**src/rtl/prefetch_unit.sv**
```systemverilog
// Instruction prefetch queue: issues sequential fetches, collects in-order responses and
// presents the oldest filled entry to decode; redirect flushes and discards stale returns.
module prefetch_unit #(
  parameter int unsigned DEPTH           = 4,
  parameter int unsigned MAX_OUTSTANDING = 2,
  parameter logic [31:0] RESET_PC        = 32'h0
) (
  input  logic        clk,
  input  logic        rst,
  input  logic        redirect,
  input  logic [31:0] redirect_pc,
  output logic        imem_req_valid,
  input  logic        imem_req_ready,
  output logic [31:0] imem_req_addr,
  input  logic        imem_rsp_valid,
  input  logic [31:0] imem_rsp_data,
  output logic        out_valid,
  input  logic        out_ready,
  output logic [31:0] out_pc,
  output logic [31:0] out_pc_inc,
  output logic [31:0] out_instr
);

  localparam int unsigned PW = $clog2(DEPTH);
  localparam int unsigned CW = $clog2(DEPTH + 1);
  localparam int unsigned OW = $clog2(MAX_OUTSTANDING + 1);
  localparam logic [CW-1:0] DEPTH_C = CW'(DEPTH);
  localparam logic [OW-1:0] MAX_C   = OW'(MAX_OUTSTANDING);

  logic [31:0]      pc_q    [DEPTH];
  logic [31:0]      inc_q   [DEPTH];
  logic [31:0]      instr_q [DEPTH];
  logic [DEPTH-1:0] filled;
  logic [PW-1:0]    head;
  logic [PW-1:0]    tail;
  logic [PW-1:0]    fill_ptr;
  logic [CW-1:0]    count;
  logic [OW-1:0]    outstanding;
  logic [OW-1:0]    drop_cnt;
  logic [31:0]      fetch_pc;
  logic             issue;
  logic             pop;
  logic             rsp_keep;

  // Outputs are muxed straight from queue registers, so a response is visible one edge later.
  assign out_valid     = filled[head];
  assign out_pc        = pc_q[head];
  assign out_pc_inc    = inc_q[head];
  assign out_instr     = instr_q[head];
  assign imem_req_addr = fetch_pc;

  always_comb begin
    imem_req_valid = !rst && !redirect && (outstanding < MAX_C) && (count < DEPTH_C);
    issue          = imem_req_valid && imem_req_ready;
    pop            = out_valid && out_ready && !redirect;
    rsp_keep       = imem_rsp_valid && (drop_cnt == '0);
  end

  always_ff @(posedge clk or posedge rst) begin
    if (rst) begin
      for (int unsigned i = 0; i < DEPTH; i++) begin
        pc_q[i]    <= '0;
        inc_q[i]   <= '0;
        instr_q[i] <= '0;
      end
      filled      <= '0;
      head        <= '0;
      tail        <= '0;
      fill_ptr    <= '0;
      count       <= '0;
      outstanding <= '0;
      drop_cnt    <= '0;
      fetch_pc    <= RESET_PC;
    end else if (redirect) begin
      // Every request still in flight after this edge is stale, including earlier pending drops.
      filled      <= '0;
      head        <= '0;
      tail        <= '0;
      fill_ptr    <= '0;
      count       <= '0;
      fetch_pc    <= redirect_pc;
      outstanding <= outstanding - OW'(imem_rsp_valid);
      drop_cnt    <= outstanding - OW'(imem_rsp_valid);
    end else begin
      if (issue) begin
        pc_q[tail]   <= fetch_pc;
        inc_q[tail]  <= fetch_pc + 32'd4;
        filled[tail] <= 1'b0;
        tail         <= tail + PW'(1);
        fetch_pc     <= fetch_pc + 32'd4;
      end
      if (pop) begin
        filled[head] <= 1'b0;
        head         <= head + PW'(1);
      end
      if (imem_rsp_valid && (drop_cnt != '0)) begin
        drop_cnt <= drop_cnt - OW'(1);
      end
      if (rsp_keep) begin
        instr_q[fill_ptr] <= imem_rsp_data;
        filled[fill_ptr]  <= 1'b1;
        fill_ptr          <= fill_ptr + PW'(1);
      end
      count       <= count + CW'(issue) - CW'(pop);
      outstanding <= outstanding + OW'(issue) - OW'(imem_rsp_valid);
    end
  end

endmodule

```
**config.mk**
```make
export PLATFORM = sky130hd
export DESIGN_NAME = prefetch_unit
export DESIGN_NICKNAME = d
export VERILOG_FILES = /design/src/rtl/prefetch_unit.sv
export SDC_FILE = /design/constraint.sdc
export NUM_CORES = 1
export LEC_CHECK = 0
export CAP_MARGIN = 20
export CORE_MARGIN = 5
export CORE_UTILIZATION = 25
export DETAILED_ROUTE_END_ITERATION = 7
export PLACE_DENSITY = 0.42
export SLEW_MARGIN = 40
export SYNTH_ARGS = -nofsm -noshare
export SYNTH_HDL_FRONTEND = slang
export SYNTH_SLANG_ARGS = --single-unit
```
**constraint.sdc**
```tcl
create_clock -name clk -period 14.9 [get_ports clk]
set_input_delay 2.98 -clock clk [delete_from_list [all_inputs] [get_ports clk]]
set_output_delay 2.98 -clock clk [all_outputs]
set_load 0.01 [all_outputs]
```
==> results of run 1 <==
[metrics by stage]
stage / instances / instance area (um2)
5_1_grt: 2899 / 24100
4_1_cts: 2899 / 24100
3_5_place_dp: 2800 / 22200
6_report: 2900 / 24100
3_3_place_gp: 2797 / 22100
2_1_floorplan: 1677 / 19200
[how the worst max path moves through the flow]
stage	end	slack (ns)	cells past startpoint
after CTS	imem_req_valid	7.09	3
after global routing	imem_req_valid	7.02	3
final	imem_req_valid	7.09	3
after floorplan	count[0]$_DFF_PP0_	0.09	1
after detailed placement	imem_req_valid	7.10	3
after global placement	imem_req_valid	7.15	3
[layout by cell type, fill, tap and decap left out, drive strengths merged, types with 2 or more instances in the layout]
cell,count
a21o,4
a21oi,30
a221o,7
a22oi,9
a31oi,2
and2,5
and3,11
buf,25
bufinv,4
clkbuf,80
clkdlybuf4s50,198
clkinv,14
dfrtp,425
ha,19
inv,20
mux2,130
mux4,95
nand2,512
nand2b,4
nand3,17
nand4,10
nand4b,4
nor2,39
nor2b,4
nor3,4
nor4,6
o211ai,2
o21a,4
o21ai,129
o311ai,6
o31a,3
o31ai,2
or3,2
xnor2,17
xor2,19
[power by group through the flow]
stage	registers (mW)	clock network [mW]	logic, mW
after global routing	1.65	1.43	1.19
after detailed placement	1.63	0	1.11
after floorplan	1.55	0	0.633
after CTS	1.61	1.39	1.11
after global placement	1.62	0	1.08
final	1.61	1.34	1.08
[layer usage]
| metal | up-vias | part of all wire (%) | wire length, um | global-route usage [%] |
|---|---|---|---|---|
| li1 | 6050 | - | - | - |
| met1 | 6787 | 46 | 27000 | 19.7 |
| met2 | 298 | 47 | 27400 | 22.9 |
| met3 | 80 | 5.3 | 3130 | 3.01 |
| met4 | 2 | 1.8 | 1080 | 3.14 |
| met5 | - | 0.022 | 13 | 0 |
[final cells by class]
type	instances	share of cell area, %
well taps	1030	5.35
inverters	19	0.348
repair buffers	223	9.25
clock inverters	19	0.962
multi-input cells	1103	33.2
clock buffers	80	6.64
diodes	1	0.0104
flip-flops and latches	425	44.2
[logic make-up after synthesis]
kind of cell / share of synthesized area [%]
multiplexers: 18.8
flip-flops: 55.4
AO/OA/AOI/OAI: 5.93
XOR/XNOR: 1.64
adder cells (fa/ha/maj): 1.34
AND/OR/NAND/NOR: 13.5
buffers and inverters: 3.43
[synth_stat cells (8+ instances only)]
| library cell | n | area [um2] |
|---|---|---|
| buf_2 | 37 | 185 |
| nand2_1 | 511 | 1920 |
| nand3_1 | 15 | 75.1 |
| xnor2_1 | 17 | 149 |
| nand4_1 | 9 | 56.3 |
| buf_4 | 8 | 60.1 |
| a22oi_1 | 9 | 67.6 |
| nor2_1 | 39 | 146 |
| buf_1 | 14 | 52.6 |
| dfrtp_1 | 425 | 10600 |
| o21ai_0 | 128 | 641 |
| ha_1 | 19 | 238 |
| a21oi_1 | 30 | 150 |
| clkbuf_1 | 68 | 255 |
| xor2_1 | 19 | 166 |
| inv_1 | 18 | 67.6 |
| mux4_2 | 95 | 2140 |
| and3_1 | 11 | 68.8 |
| mux2_2 | 130 | 1460 |
[sequential cells by signal, summed over array words and instances (netlist names)]
register	count
drop_cnt	2
tail	2
filled	4
fill_ptr	2
count	3
inc_q	120
head	2
instr_q	128
pc_q	128
outstanding	2
imem_req_addr	32
[worst register-to-register path: stages, from the launching register on]
cell and delay (ns):
dfrtp_4 0.82, buf_6 0.58, mux4_2 0.62, and2_1 0.28
nor2b_1 0.19, ha_1 0.30, inv_1 0.05, ha_1 0.12
inv_1 0.05, fa_1 0.37, xnor2_1 0.16, nor2_1 0.05
==> results.json, run 1 <==
{
  "rsz0062_at_grt": "false",
  "rrSetupSlack_ns": 11.16,
  "dieArea_um2": 82500,
  "hold_class": "flip-flop to flip-flop",
  "core-area_um2": 76100,
  "cp-start-kind": "input pin",
  "drt_wl_total_um": 58600,
  "wl_per_cell_um": 20.2,
  "fp.dieH_um": 287,
  "final_antenna_net_count": 0,
  "num_vias": 13200,
  "grt_pass1_vias": 14000,
  "critPathBufInv": 2,
  "clkLatencyLatePin_ns": 0.62,
  "nets": 1915,
  "reg2reg_depth": 11,
  "skew_ns": 0.0324,
  "ys_warn_count": 0,
  "synth_edf_count": 0,
  "drt-pass1-iter-count": 5,
  "place_hpwl_um": 36100,
  "hold_buffers": 0,
  "syn_nets": 1767,
  "grt_pass1_wl_um": 90600,
  "layout-drive-gt1-share_pct": 19.5,
  "p_leak_nw": 10.8,
  "area_growth_pct": 25.3,
  "vias_per_cell": 4.56,
  "postCtsSetupRepairBufs": 0,
  "end_kind": "primary output",
  "synth.avg_cell_area_um2": 11.5,
  "critPathTopFamily": "buffers and inverters",
  "path_cells": "clkdlybuf4s50_1 -> nor4_4 -> clkdlybuf4s50_1",
  "p_sw_mw": 1.18,
  "cpPeakStageDelay_ns": 0.66,
  "cts_buffers": 53,
  "hold_end": "pc_q[123]$_DFFE_PP0P_",
  "peakVddDrop_mv": 0.0666,
  "slew_headroom_pct": 46.7,
  "slew_violations": 0,
  "p_comb_share_pct": 26.7,
  "tightest_slew_ns": 0.800,
  "fin_crit_ns": 7.81,
  "crit_slowest_cell": "clkdlybuf4s50_1",
  "start_util_pct": 25.3,
  "worstPathRequired_ns": 11.92,
  "worst_ep_arrival_time_ns": 4.83,
  "cts_tree": "built",
  "period_share_pct": 52.4,
  "grt_util_all_layers_pct": 14.2,
  "reg2reg_to": "count[2]$_DFF_PP0_",
  "ys.flop_type": "dfrtp_1",
  "r2r_start": "head[0]$_DFFE_PP0P_",
  "p_sw_share_pct": 29.4,
  "ctsResizeCount": 0,
  "syn_area_um2": 19200,
  "crit_top_cell": "clkdlybuf4s50_1",
  "synth-seq-cells": 425,
  "fin_util_pct": 31.6,
  "crit_fanout": 6,
  "clockBufferDepth": 3,
  "hp-start": "pc_q[123]$_DFFE_PP0P_",
  "grt_max_degree": 121,
  "root_buffer": "clkbuf_16",
  "place.gp.congestion": 0.726,
  "pin_count": 200,
  "htreeDepth": 2,
  "clkSinkCount": 425,
  "fmax_ghz": 0.128,
  "syn_inst": 1677,
  "fin_tns_setup_ns": 0,
  "holdPathStages": 2,
  "antenna_found_initial": 3,
  "path_class": "input pin to primary output",
  "power.density_nw_per_um2": 167,
  "status": "complete, no violations",
  "yosysSeqAreaShare_pct": 55.4,
  "overflow": 0,
  "worstSetupStartpoint": "rst",
  "finalPower_mw": 4.02,
  "hold_ws_ns": 0.468,
  "cap_viol_max_count": 0,
  "rows": 101,
  "port_buffers": 199,
  "p_seq_share_pct": 40.0,
  "fin_ws_ns": 7.09,
  "synth_cell_types": 51,
  "seq_area_um2": 10600,
  "initialDrtViolationCount": 768,
  "p_int_mw": 2.84,
  "drc_errors": 0,
  "cts.clk_slew.worst_paths_ns": 0.06,
  "dpl_worst_slack_ns": 7.10,
  "synth-async-reset-ratio_pct": 100,
  "hold_viol_final": 0,
  "die_x_um": 287,
  "pwr-share-clk_pct": 33.3,
  "nFillCells": 7713,
  "setup_violations": 0,
  "multi_input_area_um2": 7990
}
No activity file was read; power rests on OpenSTA's default activity.
==> run 2, diff against run 1 <==
--- a/config.mk
+++ b/config.mk
@@ -9,7 +9,7 @@
 export CORE_MARGIN = 5
 export CORE_UTILIZATION = 25
 export DETAILED_ROUTE_END_ITERATION = 7
-export PLACE_DENSITY = 0.42
+export PLACE_DENSITY = 0.41
 export SLEW_MARGIN = 40
 export SYNTH_ARGS = -nofsm -noshare
 export SYNTH_HDL_FRONTEND = slang
==> constraint.sdc (replaced) <==
create_clock -name clk -period 7.4 [get_ports clk]
set_input_delay 1.48 -clock clk [delete_from_list [all_inputs] [get_ports clk]]
set_output_delay 1.48 -clock clk [all_outputs]
set_load 0.01 [all_outputs]
==> run 2 against run 1 <==
Net effect:
- sequential power grew 100%
- worst hold slack got worse by 0.0013 ns
- clock power up 100%
- total power grew 100%
- wire length down 0.21%
- first-iteration DRC count grew 13%
- global-route usage decreased by 0.070 points
- critical endpoint is now out_pc_inc[31]
- largest power group unchanged
==> results.json, run 2 (same netlist as run 1, synthesis figures left out) <==
{
  "slew_violations": 0,
  "status": "complete, no violations",
  "clkLatencyLatePin_ns": 0.61,
  "cp-start-kind": "flip-flop",
  "antenna_cells": 0,
  "layout-drive-gt1-share_pct": 19.5,
  "grt_util_all_layers_pct": 14.1,
  "drc_errors": 0,
  "highest_layer": "met5",
  "port_buffers": 199,
  "postCtsSetupRepairBufs": 0,
  "p_sw_mw": 2.36,
  "p_comb_share_pct": 26.6,
  "pwr-share-clk_pct": 33.5,
  "tightest_slew_ns": 0.806,
  "dieArea_um2": 82500,
  "cts_tree": "built",
  "initialDrtViolationCount": 870,
  "antenna_found_initial": 1,
  "hold_viol_final": 0,
  "nFillCells": 7790,
  "largestRegisters": "instr_q: 128 flops, pc_q: 128 flops, inc_q: 120 flops",
  "cap_viol_max_count": 0,
  "cts.clk_slew.worst_paths_ns": 0.06,
  "fin_tns_setup_ns": 0,
  "ctsResizeCount": 0,
  "wl_per_cell_um": 20.2,
  "root_buffer": "clkbuf_16",
  "num_vias": 13100,
  "multi_input_area_um2": 7950,
  "htreeDepth": 2,
  "pin_count": 200,
  "setup_violations": 0,
  "worst_ep_arrival_time_ns": 3.33,
  "die_x_um": 287,
  "grt_pass1_vias": 13900,
  "rows": 101,
  "p_leak_nw": 10.8,
  "p_sw_share_pct": 29.0,
  "skew_ns": 0.0344,
  "place.gp.congestion": 0.738,
  "seq_area_um2": 10600,
  "cts_buffers": 51,
  "vias_per_cell": 4.52,
  "final_antenna_net_count": 0,
  "crit_fanout": 67,
  "clkSinkCount": 425,
  "drt_wl_total_um": 58500,
  "met3_length_um": 3070,
  "p_seq_share_pct": 39.9,
  "worstPathRequired_ns": 5.92,
  "rsz0062_at_grt": "false",
  "final_cell_mix": "nand2_1, dfrtp_1, clkdlybuf4s50_1",
  "place_hpwl_um": 37100,
  "hold_buffers": 0,
  "period_share_pct": 65.0,
  "clockBufferDepth": 3,
  "drt-pass1-iter-count": 7,
  "grt_max_degree": 103,
  "start_util_pct": 25.3,
  "p_int_mw": 5.78,
  "overflow": 0,
  "power.density_nw_per_um2": 338,
  "grt_pass1_wl_um": 89800,
  "slew_headroom_pct": 46.2,
  "end_kind": "primary output",
  "fin_crit_ns": 4.81,
  "final_cell_area_um2": 24100,
  "wl_met2_um": 27700,
  "path_class": "flip-flop to primary output",
  "area_growth_pct": 25.4,
  "core-area_um2": 76100,
  "fp.dieH_um": 287,
  "peakVddDrop_mv": 0.151,
  "nets": 1917,
  "place_area_um2": 22300,
  "fmax_ghz": 0.208,
  "hold_class": "flip-flop to flip-flop",
  "drt-met1-wl_um": 26500,
  "layout_commonest_cell": "nand2_1"
}
-- run 2: changes by cell type in the layout (fill, tap and decap cells not counted), moves of 3 or more --
cell	delta
buf_4	+6
buf_6	-6
bufinv_16	+4
clkbuf_8	-3
nand2_2	+3
nand2_8	-3
-- run 2: final cells by class --
| class | count | share of cell area, % |
|---|---|---|
| flip-flops and latches | 425 | 44.2 |
| multi-input cells | 1103 | 33.0 |
| repair buffers | 227 | 9.55 |
| clock buffers | 74 | 6.24 |
| well taps | 1030 | 5.35 |
| clock inverters | 21 | 1.37 |
| inverters | 19 | 0.312 |
-- run 2: power groups by stage --
stage,logic (mW),clock network [mW],registers [mW]
finish,2.17,2.73,3.25
global route,2.38,2.92,3.32
CTS,2.23,2.83,3.25
detailed placement,2.22,0,3.29
global placement,2.19,0,3.26
floorplan,1.27,0,3.13
-- run 2: critical path: stages (launching register included) --
cell and delay (ns):
dfrtp_4 0.93, buf_12 0.56, mux4_2 0.58, clkdlybuf4s50_1 0.64
-- run 2: through the flow --
| step | std cells | worst slack (ns) | hold slack, ns | total power, mW | util [%] |
|---|---|---|---|---|---|
| floorplan | 1677 | 0.185 | 0.434 | 4.41 | - |
| global placement | 2801 | 2.57 | 0.449 | 5.45 | 29.2 |
| detailed placement | 2804 | 2.53 | 0.454 | 5.51 | 29.3 |
| CTS | 2899 | 2.43 | 0.469 | 8.32 | 31.7 |
| global route | 2899 | 2.32 | 0.482 | 8.62 | 31.7 |
| finish | 2899 | 2.59 | 0.467 | 8.14 | 31.7 |
-- run 2: path summary, 6_finish.rpt --
kind	start	endpoint	slack, ns	depth (start not counted)
setup / recovery	head[0]$_DFFE_PP0P_	out_pc_inc[31]	2.59	3
hold / removal	pc_q[104]$_DFFE_PP0P_	pc_q[104]$_DFFE_PP0P_	0.47	2
setup reg to reg	head[0]$_DFFE_PP0P_	count[2]$_DFF_PP0_	3.57	11
hold reg to reg	pc_q[104]$_DFFE_PP0P_	pc_q[104]$_DFFE_PP0P_	0.47	2
max in group asynchronous	rst	instr_q[39]$_DFFE_PP0P_	4.96	4
min in group asynchronous	rst	instr_q[62]$_DFFE_PP0P_	1.35	2
-- run 2: metal layers --
| layer | vias to the layer above | track usage, % |
|---|---|---|
| met3 | 74 | 3.05 |
| li1 | 6054 | - |
| met5 | - | 0 |
| met1 | 6691 | 19.2 |
| met4 | 2 | 3.29 |
| met2 | 296 | 23.2 |
==> run 3, diff against run 2 <==
==> constraint.sdc (replaced) <==
create_clock -name clk -period 5 [get_ports clk]
set_input_delay 1 -clock clk [delete_from_list [all_inputs] [get_ports clk]]
set_output_delay 1 -clock clk [all_outputs]
set_load 0.01 [all_outputs]
==> run 3 against run 2 <==
Net effect:
- via count grew 0.45%
- clock power rose by 39%
- clock-buffer cell count increased by 5
- sequential power increased by 48%
- utilization about the same
- sequential share of layout area about the same
- first-iteration DRC count is 20% lower
- cell count about the same
- total power up 45%
- largest cell class unchanged
- die area unchanged
- register-to-register slack got worse by 1.6 ns
==> results.json, run 3 (same netlist as run 1, synthesis figures left out) <==
{
  "status": "complete, no violations",
  "grt_util_all_layers_pct": 14.2,
  "nets": 1923,
  "cpPeakStageDelay_ns": 0.85,
  "clkSinkCount": 425,
  "fp.dieH_um": 287,
  "rsz0062_at_grt": "false",
  "final_cell_mix": "nand2_1, dfrtp_1, clkdlybuf4s50_1",
  "hp-start": "pc_q[97]$_DFFE_PP0P_",
  "critPathTopFamily": "buffers and inverters",
  "tightest_slew_ns": 0.803,
  "final_antenna_net_count": 0,
  "path_class": "flip-flop to primary output",
  "place_hpwl_um": 37600,
  "worst_ep_arrival_time_ns": 2.93,
  "pin_count": 200,
  "start_util_pct": 25.3,
  "finalPower_mw": 11.8,
  "reg2reg_depth": 10,
  "reg2reg_to": "count[2]$_DFF_PP0_",
  "wl_per_cell_um": 20.3,
  "worstPathRequired_ns": 4.00,
  "cap_viol_max_count": 0,
  "clockBufferDepth": 3,
  "initialDrtViolationCount": 698,
  "r2r_start": "head[1]$_DFFE_PP0P_",
  "drt-pass1-iter-count": 5,
  "grt_pass1_wl_um": 90500,
  "port_buffers": 199,
  "antenna_found_initial": 1,
  "rrSetupSlack_ns": 1.99,
  "hold_class": "flip-flop to flip-flop",
  "overflow": 0,
  "hold_viol_final": 0,
  "grt_max_degree": 97,
  "area_growth_pct": 25.4,
  "die_x_um": 287,
  "crit_fanout": 34,
  "antenna_cells": 0,
  "drt_wl_total_um": 58900,
  "p_leak_nw": 10.9,
  "dpl_worst_slack_ns": 1.00,
  "cts.clk_slew.worst_paths_ns": 0.06,
  "rows": 101,
  "period_share_pct": 78.7,
  "hold_end": "pc_q[97]$_DFFE_PP0P_",
  "holdPathStages": 2,
  "fin_tns_setup_ns": 0,
  "num_vias": 13200,
  "vias_per_cell": 4.54,
  "path_cells": "buf_12 -> buf_4 -> mux4_2 -> clkdlybuf4s50_1",
  "setup_violations": 0,
  "place.gp.congestion": 0.751,
  "end_kind": "primary output",
  "ctsResizeCount": 0,
  "cts_buffers": 52,
  "root_buffer": "clkbuf_16",
  "fin_util_pct": 31.7,
  "slew_violations": 0,
  "hold_buffers": 0,
  "htreeDepth": 2,
  "fmax_ghz": 0.254,
  "core-area_um2": 76100,
  "clkLatencyLatePin_ns": 0.61,
  "dieArea_um2": 82500,
  "largestRegisters": "instr_q: 128 flops, pc_q: 128 flops, inc_q: 120 flops",
  "fin_crit_ns": 3.93,
  "crit_slowest_cell": "dfrtp_4",
  "postCtsSetupRepairBufs": 0,
  "slew_headroom_pct": 46.3,
  "power.density_nw_per_um2": 491,
  "critPathBufInv": 3,
  "skew_ns": 0.0220,
  "fin_ws_ns": 1.07,
  "drc_errors": 0,
  "layout_commonest_cell": "nand2_1",
  "cp-start-kind": "flip-flop",
  "layout-drive-gt1-share_pct": 19.5,
  "grt_pass1_vias": 13900,
  "cts_tree": "built",
  "peakVddDrop_mv": 0.266
}
==> run 3: worst min-delay path, stage by stage (launching register included) <==
cell	delay, ns
dfrtp_1	0.34
nand2_1	0.05
nand2_1	0.05
==> run 3: stage by stage <==
step | instance area [um2] | instances | hold slack (ns)
after CTS | 24000 | 2898 | 0.469
after floorplan | 19200 | 1677 | 0.434
after global placement | 22300 | 2806 | 0.448
after global routing | 24100 | 2900 | 0.485
final | 24100 | 2900 | 0.466
after detailed placement | 22300 | 2807 | 0.454
==> run 3: per-layer routing <==
metal,part of all wire (%),GRT usage (%),vias to the layer above
li1,-,-,6064
met1,46,19.5,6761
met2,47,23.5,266
met3,4.3,2.87,83
met4,2.1,3.14,2
met5,0.022,0,-
==> run 3: power breakdown <==
part,leakage [nW],switching (mW),internal (mW)
clock,0.852,1.52,2.29
sequential,5.66,0.538,4.26
combinational,4.35,1.42,1.81
total,10.9,3.47,8.36
==> run 3: worst max path at each step <==
| stage | from | cells after the start | endpoint | slack (ns) |
|---|---|---|---|---|
| 2_1_floorplan | rst | 1 | count[0]$_DFF_PP0_ | -1.74 |
| 3_3_place_gp | rst | 11 | count[2]$_DFF_PP0_ | 1.02 |
| 3_5_place_dp | rst | 11 | count[2]$_DFF_PP0_ | 1.00 |
| 4_1_cts | head[0]$_DFFE_PP0P_ | 3 | out_pc_inc[16] | 0.81 |
| 5_1_grt | head[1]$_DFFE_PP0P_ | 4 | out_pc[20] | 0.91 |
| 6_report | head[1]$_DFFE_PP0P_ | 4 | out_pc[20] | 1.07 |
==> run 3: final cells by class <==
| type | count | area [um2] |
|---|---|---|
| clock buffers | 79 | 1600 |
| clock inverters | 12 | 128 |
| fillers | 7754 | 52000 |
| inverters | 19 | 75.1 |
| multi-input cells | 1103 | 7970 |
| flip-flops and latches | 425 | 10600 |
| well taps | 1030 | 1290 |
| repair buffers | 232 | 2390 |
